<file path="config.mk">
export PLATFORM = sky130hd
export DESIGN_NAME = nv_fifo_ctrl_16x272
export DESIGN_NICKNAME = d
export VERILOG_FILES = /design/src/rtl/nv_fifo_ctrl_16x272.sv
export SDC_FILE = /design/constraint.sdc
export NUM_CORES = 1
export LEC_CHECK = 0
export BUFFER_PORTS_ARGS = -buffer_cell sky130_fd_sc_hd__buf_2
export CELL_PAD_IN_SITES_DETAIL_PLACEMENT = 1
export CELL_PAD_IN_SITES_GLOBAL_PLACEMENT = 1
export CORE_AREA = 2 2 450 452
export CTS_CLUSTER_SIZE = 28
export DETAILED_ROUTE_END_ITERATION = 8
export DIE_AREA = 0 0 452 454
export PLACE_DENSITY = 0.31
export SETUP_SLACK_MARGIN = 0.02
export SKIP_CTS_REPAIR_TIMING = 1
export SLEW_MARGIN = 20
export SYNTH_ARGS = -nofsm -noshare
export SYNTH_HDL_FRONTEND = slang
export SYNTH_SLANG_ARGS = --single-unit
</file>
<file path="constraint.sdc">
create_clock -name nvdla_core_clk -period 2.3 [get_ports nvdla_core_clk]
set_input_delay 0.115 -clock nvdla_core_clk [delete_from_list [all_inputs] [get_ports nvdla_core_clk]]
set_output_delay 0.115 -clock nvdla_core_clk [all_outputs]
set_load 0.1 [all_outputs]
</file>
<file path="src/rtl/nv_fifo_ctrl_16x272.sv">
// nv_fifo_ctrl_16x272
//   Valid/ready FIFO controller for a 16 x 272 two-port RAM. The RAM has a
//   synchronous write port and a registered read address (loaded on ram_re);
//   its dout is a combinational read of the stored address. The head entry
//   is held on ram_dout until it is popped, so rd_pd is simply ram_dout.
//
//   Optional feature macro: NV_FIFO_CTRL_LEVEL_EN adds fifo_level/fifo_idle.
//
// Ports
//   nvdla_core_clk, nvdla_core_rstn  clock, async active-low reset
//   wr_pvld/wr_prdy/wr_pd            producer handshake and data
//   rd_pvld/rd_prdy/rd_pd            consumer handshake and head data
//   ram_we/ram_wa/ram_di             RAM write port
//   ram_re/ram_ra/ram_dout           RAM read port
//   pwrbus_ram_pd -> ram_pwrbus_pd   power bus passthrough
//   fifo_level, fifo_idle            occupancy status (LEVEL_EN only)
module nv_fifo_ctrl_16x272 #(
  parameter int DW = 272,
  parameter int AW = 4
) (
  input  logic          nvdla_core_clk,
  input  logic          nvdla_core_rstn,
  input  logic          wr_pvld,
  output logic          wr_prdy,
  input  logic [DW-1:0] wr_pd,
  output logic          rd_pvld,
  input  logic          rd_prdy,
  output logic [DW-1:0] rd_pd,
  output logic [AW-1:0] ram_wa,
  output logic          ram_we,
  output logic [DW-1:0] ram_di,
  output logic [AW-1:0] ram_ra,
  output logic          ram_re,
  input  logic [DW-1:0] ram_dout,
  input  logic [31:0]   pwrbus_ram_pd,
`ifdef NV_FIFO_CTRL_LEVEL_EN
  output logic [AW:0]   fifo_level,
  output logic          fifo_idle,
`endif
  output logic [31:0]   ram_pwrbus_pd
);

  localparam logic [AW:0]   DEPTH  = (AW+1)'(2**AW);
  localparam logic [AW:0]   CNT1   = (AW+1)'(1);
  localparam logic [AW-1:0] ADR1   = AW'(1);

  logic [AW-1:0] wr_adr_q, wr_adr_d;
  logic [AW-1:0] rd_adr_q, rd_adr_d;
  logic [AW:0]   count_q, count_d;
  logic          rd_pvld_q, rd_pvld_d;
  logic          wr_prdy_q, wr_prdy_d;

  logic          push, pop, load;
  logic [AW:0]   avail;

  assign push = wr_pvld & wr_prdy_q;
  assign pop  = rd_pvld_q & rd_prdy;

  // Entries sitting in the RAM that have not yet been moved onto ram_dout.
  assign avail = count_q - {{AW{1'b0}}, rd_pvld_q};

  // A same-cycle push may be loaded directly: the read address register and
  // the write land on the same edge, so dout shows the new word next cycle.
  assign load = ((avail != '0) | push) & (!rd_pvld_q | rd_prdy);

  always_comb begin
    wr_adr_d  = wr_adr_q;
    rd_adr_d  = rd_adr_q;
    count_d   = count_q;
    rd_pvld_d = rd_pvld_q;

    if (push) wr_adr_d = wr_adr_q + ADR1;
    if (load) rd_adr_d = rd_adr_q + ADR1;

    case ({push, pop})
      2'b10:   count_d = count_q + CNT1;
      2'b01:   count_d = count_q - CNT1;
      default: count_d = count_q;
    endcase

    if (load)     rd_pvld_d = 1'b1;
    else if (pop) rd_pvld_d = 1'b0;

    // Registered ready: a pop while full only frees space from the next cycle.
    wr_prdy_d = (count_d != DEPTH);
  end

  always_ff @(posedge nvdla_core_clk or negedge nvdla_core_rstn) begin
    if (!nvdla_core_rstn) begin
      wr_adr_q  <= '0;
      rd_adr_q  <= '0;
      count_q   <= '0;
      rd_pvld_q <= 1'b0;
      wr_prdy_q <= 1'b0;
    end else begin
      wr_adr_q  <= wr_adr_d;
      rd_adr_q  <= rd_adr_d;
      count_q   <= count_d;
      rd_pvld_q <= rd_pvld_d;
      wr_prdy_q <= wr_prdy_d;
    end
  end

  assign wr_prdy       = wr_prdy_q;
  assign rd_pvld       = rd_pvld_q;
  assign rd_pd         = ram_dout;
  assign ram_we        = push;
  assign ram_wa        = wr_adr_q;
  assign ram_di        = wr_pd;
  assign ram_re        = load;
  assign ram_ra        = rd_adr_q;
  assign ram_pwrbus_pd = pwrbus_ram_pd;

`ifdef NV_FIFO_CTRL_LEVEL_EN
  assign fifo_level = count_q;
  assign fifo_idle  = (count_q == '0) & !wr_pvld;
`endif

endmodule

</file>
======== Word-level counts from Yosys, hierarchy flattened ========
Index checks and enable logic that the tools add are counted.
operators by class
  multiply operators ...................... 0
  shift-type cells ........................ 0
  order comparisons ....................... 0
  equal/unequal tests ..................... 3
  divide/modulo/power cells ............... 0
  reduce and logical (&&, ||, !) cells .... 3
  bitwise logic cells ..................... 5
  add/subtract/negate cells ............... 5
  muxes and demuxes ....................... 3
operator list
  cell                                                  count
  case mux 5 bit (2 select lines)                       1
  adder 4 x 1 -> 4 bit (second input constant)          2
  adder 5 x 1 -> 5 bit (second input constant)          1
  inequality test 5 bit (second input constant)         1
  nonzero test 5 bit                                    1
  subtractor 5 x 1 -> 5 bit                             1
  subtractor 5 x 1 -> 5 bit (second input constant)     1
  AND 1 bit                                             3
  equality test 2 x 1 -> 1 bit (second input constant)  1
  equality test 2 bit (second input constant)           1
  2-to-1 mux 1 bit                                      2
  bitwise OR 1 bit                                      2
  nonzero test 2 bit                                    1
  logical NOT 1 bit                                     1
word-level totals
  output and inout bits ................... 588
  word-level logic and storage cells ...... 24
  input bits .............................. 580
  memories ................................ 0
  memory bits (writable) .................. 0
  register bits ........................... 15
  bits in latches ......................... 0
  memory bits (read-only) ................. 0

======== Depth between registers and ports, before layout ========
Gate-level depths: netlist of the first run.
  depth after elaboration ................. 5
  gate-level depth with buffers ........... 9
  depth with buffers taken out ............ 8

======== Worst setup path before layout of the first run ========
OpenSTA, ideal clock, no wires.
  path kind ............................... register to register
  start ................................... register wr_prdy_q (netlist: wr_prdy)
  end ..................................... register count_q[4]
  stages on the path, launching flop included .. 10
  clock period less this slack ............ 2.949 ns
  buffers on the path ..................... 1
  setup time .............................. 0.124 ns
  data required time ...................... 2.176 ns
  data arrival time ....................... 2.825 ns
  slack ................................... -0.649 ns
  cells stage by stage .................... dfrtp_1 > nand2_1 > ha_1 > buf_4 > xor2_1 > ha_1 > mux2_1 > o21ai_1 > a31oi_1 > or2_1
between the ends
  longest elaborated chain between the ends .. 3
  elaborated cells on any way between the ends .. 4
ends and longest elaborated chain
  item                                                                 RTL line  RTL
  from (decl)                                                          51        logic wr_prdy_q, wr_prdy_d;
  from (signal assigned)                                               100       wr_prdy_q <= wr_prdy_d;
  AND 1 bit (*)                                                        56        assign push = wr_pvld & wr_prdy_q;
  equality test 2 x 1 -> 1 bit or equality test 2 bit (tied branches)  75        case ({push, pop})
  case mux 5 bit (2 select lines) (*)                                  75
  named net count_d[4]                                                 49        logic [AW:0] count_q, count_d;
  to (signal assigned)                                                 98        count_q <= count_d;
  to (decl)                                                            49
Mark *: on every way through the listed nets, which the timed path passes. The rest lies on a longest branch.
A chain may end at the register's enable or synchronous reset.

======== Worst setup path after layout of the first run ========
  start ................................... register rd_pvld_q (netlist: rd_pvld)
  end ..................................... register wr_prdy_q (netlist: wr_prdy)
between the ends
  longest elaborated chain between the ends .. 4
  elaborated cells on any way between the ends .. 5
ends and longest elaborated chain
  item                                                                 RTL line  RTL
  from (decl)                                                          50        logic rd_pvld_q, rd_pvld_d;
  from (signal assigned)                                               99        rd_pvld_q <= rd_pvld_d;
  AND 1 bit (*)                                                        57        assign pop = rd_pvld_q & rd_prdy;
  equality test 2 x 1 -> 1 bit or equality test 2 bit (tied branches)  75
  case mux 5 bit (2 select lines) (*)                                  75
  inequality test 5 bit (*)                                            85        wr_prdy_d = (count_d != DEPTH);
  named net wr_prdy_d                                                  51
Marked as above.

==> summary.txt, run 1 <==
Outcome
  – Outcome: finished clean

Power and ir drop
  – Switch Pwr: roughly 0.0014 W
  – Sw frac: 0.5807
  – Worst vdd ir: ~280 uV
  – LEAKAGE: around 0.52 nW
  – Power Density: around 550 nW/um2
  – Sequential group share of total power: 0.241
  – Internal: just over 0.001 W
  – Gate power share: 0.595
  – Clk pwr share: 0.164

GRT
  – Met2 Usage GRT: 0.1605
  – Initial antenna violation count: 0
  – Global Route Usage Sum: 0.1021
  – Met3 usage: 0.1993
  – Global route hottest layer: met3
  – GRT overflow: 0
  – Largest net degree at the start of global routing: 16
  – GRT met1 Usage: 0.03006
  – Vias in the first global route: 1900
  – First-pass GRT wire length: 114300 um

Job
  – Max_cap viols: 0

Timing
  – RSZ-0062 raised after global routing: false
  – Clk_skew: 0.007935 ns
  – Max_slew headroom: 0.6001
  – Setup tns final: 0 ns
  – PnR worst setup slack: 0.1219 ns
  – Period Utilization, post-route: 0.9470
  – Actual slew at the worst max-slew pin: 0.5999 ns
  – Final Hold Vio Count: 0
  – Minimum clock period: 2.178 ns
  – Final Setup Violations: 0
  – Fin. max-slew vios: 0
  – Fmax: ~460 MHz
  – Worst hold margin: 0.2130 ns

Route
  – Drt initial violations: 218
  – Via count: 2044
  – DR pass1 iterations: 4
  – ANT nets after route: 0
  – Routed len/inst: 39.63 um
  – Post-Route WL: 110000 um
  – Vias/cell: 0.7363
  – DRC Markers: 0

Critical path
  – Flop2flop setup slack: 0.12 ns
  – Crit. End Element: flop
  – CP Launch Point: rd_pvld
  – Crit path capture: wr_prdy
  – Worst Path Required: 2.44 ns
  – Reg2reg end: wr_prdy
  – Stages on worst setup path: 8
  – Critical-path maximum fanout: 4
  – Buf+Inv Stages, Crit Path: 0
  – Crit path cell chain: and2_4 -> ha_4 -> xor2_1 -> ha_2 -> a21oi_1 -> mux2_2 -> mux2i_2 -> o211ai_1
  – Startpoint Class: flop
  – WS Path Type: reg2reg
  – Crit-path max cell delay: 0.49 ns
  – CP top delay family: multiplexers
  – Cells on worst reg2reg path: 8
  – Crit path max-delay cell type: dfrtp_4
  – R2R Path Start: rd_pvld
  – Critical Path AT: 2.32 ns

Floorplan
  – Io pins: 1168
  – Core ar.: roughly 200000 um2
  – DIE WIDTH: around 450 um
  – Die Ht: approximately 450 um
  – Initial Util: 0.02610
  – Full die area: 205200 um2
  – FP Rows: 165

Clock tree
  – Clock H-tree levels: 1
  – Clock sink count: 15
  – CTS root buf: clkbuf_16
  – CTS tree: yes
  – Clock buffer depth: 2
  – Worst-path clk slew: 0.06 ns
  – Worst-Skew Late Latency: between 0.2 and 0.3 ns
  – Num CTS Buffers: 3

Cells and area
  – Synth-to-Final Area Change: -14.58%
  – Final net count: 690
  – Layout cells sized above 1: 0.3398

Synth
  – Synth cell types: 36
  – Syn Nets: 1246
  – Most frequent cell after synthesis: buf_4
  – Yosys warns: 0
  – Synthesized area: 5244 um2
  – Post-synth EDFFs: 0
  – Seq/Total Area, Yosys: 0.07158
  – Mapped Cells: 660
  – Synthesized flop and latch total: 15
  – Synth Flop Type: dfrtp_1
  – Ys async rst share: 1.000
  – Yosys top cell area share: 0.8261
  – Commonest cells in the netlist: buf_4, dfrtp_1, inv_1
  – Area leader, netlist: buf_4
  – Mean area per synthesized cell: 7.945 um2
  – Ranking of synthesized cells by area: buf_4, dfrtp_1, ha_1, xnor2_1, inv_1

Placement
  – Final estimated routing congestion in global placement: 0.7307
  – IO buf count: 15
  – Hpwl dp: 105200 um
  – Setup Slack @ Placement: 0.08705 ns

Hold path
  – Worst hold path type: in2reg
  – Hold path startpoint: wr_pvld
==> sequential cells by signal, summed over array words and instances, names as in the netlist <==
name and flops:
wr_prdy 1, count_q 5, ram_ra 4, rd_pvld 1, ram_wa 4
==> layer usage <==
metal	wire, um	part of all wire
met2	49760	0.45
met4	3321	0.030
met1	11480	0.10
met5	671	0.0061
met3	44780	0.41
==> worst register-to-register path: cells and delay by family (launching register included) <==
family,cells,cell delay (ns)
DFF,1,0.49
xor gates and xnor gates,1,0.14
AOI/OAI and AO/OA,2,0.26
adders and majority gates,2,0.38
and+or+nand+nor,1,0.18
muxes,2,0.60
==> metrics by stage <==
step           utilization  cell area, um2  power (W)  std cells
2_1_floorplan            -            5288   0.006416        660
4_1_cts            0.02222            4463   0.002531       2774
3_5_place_dp       0.02183            4384   0.002097       2770
3_3_place_gp       0.02183            4384   0.002121       2770
6_report           0.02230            4479   0.002451       2776
5_1_grt            0.02229            4477   0.002628       2775
==> layout by cell type (no fill, tap or decap), drive strengths merged, types with 3 or more instances in the layout <==
cell type   n
xor2        3
clkbuf      4
ha          6
inv         8
buf        17
mux2        4
xnor2       7
dfrtp      15
nand2       5
nor2        3
==> kinds of logic (layout without fill, tap and decap cells) <==
group	count (synthesis)	in the layout	synth area share
and+or+nand+nor	23	23	0.02887
adders and majority gates	6	6	0.01432
DFF	15	15	0.07158
AOI/OAI and AO/OA	13	13	0.02124
muxes	6	6	0.01241
xor gates and xnor gates	10	10	0.01670
buffers and inverters	587	30	0.8349
other	0	1	0
==> cell type report <==
class	count	area, um2
Tap cell	2672	3343
Sequential cell	15	382.9
Inverter	8	30.03
Multi-Input combinational cell	58	526.8
Timing Repair Buffer	18	115.1
Clock buffer	4	78.83
Antenna cell	1	2.502
Fill cell	24010	196400
==> power groups by stage <==
stage	combinational (W)	sequential [W]	clock, W
floorplan	0.00532	0.00109	0
global placement	0.00150	0.000617	0
detailed placement	0.00149	0.000610	0
CTS	0.00149	0.000606	0.000433
global route	0.00157	0.000621	0.000436
finish	0.00146	0.000590	0.000402
==> worst min path at each step <==
| stage | endpoint | depth (start not counted) |
|---|---|---|
| floorplan | count_q[0] | 0 |
| global route | rd_pd[11] | 0 |
| CTS | ram_wa[1] | 1 |
| finish | ram_wa[0] | 3 |
| global placement | ram_wa[1] | 1 |
| detailed placement | ram_wa[1] | 1 |
Note: power is estimated with default switching activity, not from simulation.
==> inputs of run 2 (changes only) <==
--- a/config.mk
+++ b/config.mk
@@ -5,14 +5,16 @@
 export SDC_FILE = /design/constraint.sdc
 export NUM_CORES = 1
 export LEC_CHECK = 0
+export ABC_AREA = 1
 export BUFFER_PORTS_ARGS = -buffer_cell sky130_fd_sc_hd__buf_2
 export CELL_PAD_IN_SITES_DETAIL_PLACEMENT = 1
 export CELL_PAD_IN_SITES_GLOBAL_PLACEMENT = 1
-export CORE_AREA = 2 2 450 452
+export CORE_AREA = 2 2 452 454
 export CTS_CLUSTER_SIZE = 28
 export DETAILED_ROUTE_END_ITERATION = 8
-export DIE_AREA = 0 0 452 454
+export DIE_AREA = 0 0 454 456
 export PLACE_DENSITY = 0.31
+export REMOVE_ABC_BUFFERS = 1
 export SETUP_SLACK_MARGIN = 0.02
 export SKIP_CTS_REPAIR_TIMING = 1
 export SLEW_MARGIN = 20
==> run 2 against run 1 <==
Against the previous run: largest power group unchanged; maximum frequency is 6.1% higher; sequential power increased by 7.6%; largest cell class unchanged; routed wire length grew to 2.8 times the previous value; total power decreased by 3.5%; synthesized cell count up 3.5%; sequential share of layout area decreased by 0.066 points; final cell count grew 0.97%; sequential cell count unchanged; clock-buffer cell count unchanged; worst setup slack better by 0.13 ns; die area increased by 0.88%.
==> summary.txt, run 2 <==
Outcome
  – Outcome: finished clean

Timing
  – Fmax: 487.3 MHz
  – Final Hold Vio Count: 0
  – Max_slew headroom: 0.5483
  – RSZ-0062 raised after global routing: false
  – PnR worst setup slack: 0.2480 ns
  – Clk_skew: approximately 0.0026 ns
  – Fin. max-slew vios: 0
  – Minimum clock period: between 2 and 2.5 ns
  – Period Utilization, post-route: 0.8922
  – Final Setup Violations: 0
  – Actual slew at the worst max-slew pin: 0.6776 ns

Cells and area
  – Fill cells: 24.09k
  – Synth-to-Final Area Change: -14.77%
  – Final Core Density: 0.02194
  – Leading cell type in the layout, fill and taps excluded: nand2_1
  – Final net count: 718
  – Antenna cell count: 0
  – Most frequent cells in the layout: nand2_1, dfrtp_1, inv_1
  – Layout cells sized above 1: 0.2443
  – Max reg flops: 5
  – Most flops, register: count_q

Placement
  – Hpwl dp: 292900 um
  – Setup Slack @ Placement: 0.1619 ns
  – Final estimated routing congestion in global placement: 1.161
  – IO buf count: 15

Floorplan
  – Initial Util: 0.02574
  – Io pins: 1168
  – FP Rows: 165
  – Full die area: roughly 210000 um2
  – Die Ht: 456 um
  – DIE WIDTH: 454 um
  – Core ar.: 201700 um2

GRT
  – Global Route Usage Sum: 0.2835
  – First-pass GRT wire length: 310200 um
  – Vias in the first global route: ~2.3k
  – Largest net degree at the start of global routing: 16
  – GRT overflow: 0
  – Initial antenna violation count: 1

Synth
  – Synthesized area: 5192 um2
  – Ranking of synthesized cells by area: buf_4, dfrtp_1, nand2_1, ha_1, nand3_1
  – Synth Flop Type: dfrtp_1
  – Synth cell types: 19
  – Synthesized flop and latch total: 15
  – Mapped Cells: 683
  – Yosys warns: 0
  – Most frequent cell after synthesis: buf_4
  – Post-synth EDFFs: 0
  – Area leader, netlist: buf_4
  – Yosys top cell area share: 0.8328
  – Ys async rst share: 1.000
  – Commonest cells in the netlist: buf_4, nand2_1, dfrtp_1
  – Mean area per synthesized cell: between 7 and 8 um2
  – Seq/Total Area, Yosys: 0.07229

Critical path
  – Critical Path AT: 2.18 ns
  – Crit path capture: wr_prdy
  – CP Launch Point: rd_pvld
  – Critical-path maximum fanout: 6
  – Cells on worst reg2reg path: 12
  – Reg2reg end: wr_prdy
  – R2R Path Start: rd_pvld
  – WS Path Type: reg2reg
  – Crit. End Element: flop
  – Startpoint Class: flop
  – Worst Path Required: between 2 and 2.5 ns
  – Flop2flop setup slack: about 0.25 ns

Power and ir drop
  – Worst vdd ir: around 310 uV
  – LEAKAGE: 0.5925 nW
  – Power Density: between 500 and 600 nW/um2
  – Overall power: 0.002365 W

Clock tree
  – Clock H-tree levels: 1
  – Worst-path clk slew: 0.06 ns
  – CTS root buf: clkbuf_16
  – Clock buffer depth: 2
  – Worst-Skew Late Latency: 0.25 ns
  – Clock sink count: 15
  – CTS tree: yes
  – Num CTS Buffers: 3

Route
  – Via count: between 2k and 3k
  – ANT nets after route: 0
  – DRC Markers: 0
  – Highest Signal Layer: met5
  – Post-Route WL: around 300000 um
  – DR pass1 iterations: 4
  – Vias/cell: 0.9675
  – WL met1: ~5500 um
  – Drt initial violations: 350
  – Routed wl met3: 79030 um
  – Routed len/inst: 108.0 um
  – Routed met2 length: 191600 um

Hold path
  – Worst hold path type: in2reg

Job
  – Max_cap viols: 0
[run 2: layout make-up]
class / instances / area [um2] / share of cell area
Tap cell: 2672 / 3343 / 0.7554
Inverter: 16 / 60.06 / 0.01357
Timing Repair Buffer: 20 / 132.6 / 0.02997
Sequential cell: 15 / 375.4 / 0.08482
Multi-Input combinational cell: 76 / 435.4 / 0.09839
Clock buffer: 4 / 78.83 / 0.01781
[run 2: worst min-delay path by stage]
stage / from / slack (ns) / end / cells past startpoint
2_1_floorplan: nvdla_core_rstn / -0.18 / count_q[0] / 0
5_1_grt: rd_prdy / 0.22 / rd_pvld / 4
3_3_place_gp: nvdla_core_rstn / 0.08 / ram_wa[3] / 1
6_report: rd_prdy / 0.17 / rd_pvld / 4
3_5_place_dp: nvdla_core_rstn / 0.09 / ram_wa[3] / 1
4_1_cts: nvdla_core_rstn / -0.18 / ram_wa[3] / 1
[run 2: cells by family (layout without fill, tap and decap cells)]
group           Yosys count  after routing  share of synthesized area
compound gates            7              7                   0.007228
xor+xnor                  8              8                    0.01494
fa+ha+maj                 6              6                    0.01446
buf+inv                 592             40                     0.8443
flops                    15             15                    0.07229
simple gates             55             55                    0.04675
[run 2: stage by stage]
step | instance area (um2) | cells | setup TNS (ns) | hold WS (ns)
floorplan | 868.3 | 107 | -2.682 | -0.1806
global placement | 4334 | 2798 | 0 | 0.08091
detailed placement | 4334 | 2798 | 0 | 0.09001
CTS | 4413 | 2802 | 0 | -0.1805
global route | 4425 | 2803 | 0 | 0.2187
finish | 4425 | 2803 | 0 | 0.1713
[run 2: worst max-delay path: stages, from the launching register on]
cell	delay (ns)
dfrtp_1	0.37
nand2_1	0.06
inv_1	0.05
ha_2	0.22
nand2_1	0.09
inv_1	0.05
nor2_1	0.15
ha_1	0.26
nand2_1	0.07
o21ai_1	0.10
or2_0	0.22
nor2_1	0.16
nand3_1	0.11
[run 2: metal layers]
metal	vias to the layer above	GRT usage
met4	8	0.1810
met1	775	0.01127
met5	-	0.01563
met2	1356	0.6453
met3	190	0.3497
li1	383	-
[run 2: power breakdown]
part | leakage (nW) | switching [W] | internal [W]
combinational | 0.379 | 0.00105 | 0.000314
clock | 0.0382 | 0.000132 | 0.000236
sequential | 0.175 | 0.000248 | 0.000387
==> inputs of run 3 (changes only) <==
--- a/config.mk
+++ b/config.mk
@@ -15,7 +15,7 @@
 export DIE_AREA = 0 0 454 456
 export PLACE_DENSITY = 0.31
 export REMOVE_ABC_BUFFERS = 1
-export SETUP_SLACK_MARGIN = 0.02
+export SETUP_SLACK_MARGIN = 0.3
 export SKIP_CTS_REPAIR_TIMING = 1
 export SLEW_MARGIN = 20
 export SYNTH_ARGS = -nofsm -noshare
==> run 3 against run 2 <==
Against the previous run: die area did not move; largest cell class unchanged; sequential share of layout area barely moved; maximum frequency rose by 4.9%; critical path type unchanged; critical path depth did not move; utilization barely moved.
==> summary.txt, run 3 (synthesis gave the netlist of run 2 again) <==
Route
  – Post-Route WL: 302700 um
  – Via count: 2786
  – Routed len/inst: 107.9 um
  – ANT nets after route: 0
  – Vias/cell: 0.9932
  – DR pass1 iterations: 4
  – Drt initial violations: 362
  – DRC Markers: 0

Placement
  – Hpwl dp: 292900 um
  – IO buf count: 15
  – Final estimated routing congestion in global placement: 1.161

Timing
  – Max_slew headroom: 0.5507
  – Actual slew at the worst max-slew pin: 0.6740 ns
  – Fin. max-slew vios: 0
  – Minimum clock period: 1.956 ns
  – Period Utilization, post-route: 0.8503
  – Fmax: 511.4 MHz
  – Clk_skew: between 0.002 and 0.003 ns
  – Final Setup Violations: 0
  – Worst hold margin: 0.1748 ns
  – Final Hold Vio Count: 0
  – RSZ-0062 raised after global routing: true

Critical path
  – WS Path Type: reg2reg
  – CP top delay family: simple AND/OR/NAND/NOR gates
  – Crit-path max cell delay: roughly 0.37 ns
  – Buf+Inv Stages, Crit Path: 2
  – CP Launch Point: rd_pvld
  – Flop2flop setup slack: 0.34 ns
  – Most frequent cell on the critical path: nand2_1
  – Worst Path Required: 2.43 ns
  – Crit path cell chain: nand2_1 -> inv_2 -> ha_4 -> nand2_1 -> inv_1 -> nor2_2 -> ha_1 -> nand2_1 -> o21ai_2 -> or2_1 -> nor2_2 -> nand3_1
  – R2R Path Start: rd_pvld
  – Startpoint Class: flop
  – Critical Path AT: 2.08 ns
  – Crit. End Element: flop
  – Critical-path maximum fanout: 5
  – Crit path max-delay cell type: dfrtp_1

Outcome
  – Outcome: finished clean

Clock tree
  – CTS tree: yes
  – Num CTS Buffers: 3
  – Worst-path clk slew: 0.06 ns
  – Clock sink count: 15
  – Worst-Skew Late Latency: 0.25 ns
  – CTS root buf: clkbuf_16
  – Clock H-tree levels: 1
  – Clock buffer depth: 2

Power and ir drop
  – Power Density: between 500 and 600 nW/um2
  – Worst vdd ir: 312.4 uV
  – LEAKAGE: 0.6042 nW
  – Overall power: roughly 0.0024 W

GRT
  – GRT overflow: 0
  – Global Route Usage Sum: 0.2835
  – First-pass GRT wire length: between 300000 and 400000 um
  – Initial antenna violation count: 1
  – Vias in the first global route: 2251
  – Largest net degree at the start of global routing: 16

Cells and area
  – Most flops, register: count_q
  – Leading cell type in the layout, fill and taps excluded: nand2_1
  – Synth-to-Final Area Change: -14.05%
  – Most frequent cells in the layout: nand2_1, dfrtp_1, buf_2
  – Layout cells sized above 1: 0.3083
  – Antenna cell count: 0
  – Max reg flops: 5
  – Final net count: between 700 and 800
  – Fill cells: ~24k

Floorplan
  – DIE WIDTH: 454 um
  – FP Rows: 165
  – Die Ht: 456 um
  – Initial Util: 0.02574
  – Full die area: 207000 um2
  – Io pins: roughly 1.2k
  – Core ar.: 201700 um2

Hold path
  – Hold path startpoint: rd_prdy
  – Worst hold path type: in2reg

Job
  – Max_cap viols: 0
run 3: changes by cell type in the layout (fill, tap and decap cells not counted), moves of 2 or more:
cell / change
buf_4: +2
nor2_1: -2
nor2_2: +2
inv_1: -2
inv_2: +2
run 3: routing by layer:
layer  share of wire  GRT usage  vias to the layer above
met4           0.088     0.1810                        8
met5          0.0012    0.01563                        -
met3            0.26     0.3497                      194
li1                -          -                      386
met2            0.63     0.6453                     1369
met1           0.019    0.01127                      829
run 3: final cells by class:
| type | instances | area, um2 | share of cell area |
|---|---|---|---|
| clock buffer | 4 | 78.83 | 0.01766 |
| sequential | 15 | 376.6 | 0.08438 |
| tap | 2672 | 3343 | 0.7491 |
| multi-input combinational | 76 | 456.7 | 0.1023 |
| inverter | 16 | 60.06 | 0.01346 |
| timing repair buffer | 22 | 147.6 | 0.03308 |
run 3: stage by stage:
stage / instance area [um2] / setup slack (ns) / utilization / setup TNS [ns] / std cells
final: 4463 / 0.3444 / 0.02213 / 0 / 2805
after CTS: 4413 / 0.1375 / 0.02188 / 0 / 2802
after floorplan: 868.3 / -0.7348 / - / -2.682 / 107
after global placement: 4334 / 0.08061 / 0.02149 / 0 / 2798
after detailed placement: 4334 / 0.1619 / 0.02149 / 0 / 2798
after global routing: 4463 / 0.2437 / 0.02213 / 0 / 2805
run 3: where the power goes:
part	internal, W	leakage (nW)	switching [W]
clock network	0.000236	0.0382	0.000131
registers	0.000389	0.174	0.000248
logic	0.000331	0.392	0.00107
run 3: path summary, 6_finish.rpt:
path / end / cells past startpoint
setup / recovery: wr_prdy / 12
hold / removal: rd_pvld / 4
setup reg to reg: wr_prdy / 12
hold reg to reg: ram_wa[3] / 1
max in group asynchronous: count_q[0] / 2
min in group asynchronous: ram_ra[3] / 2
run 3: tightest hold or removal path, stage by stage:
cell and delay [ns]:
buf_2 0.10, inv_1 0.04, nand2_1 0.08, nand2_1 0.06
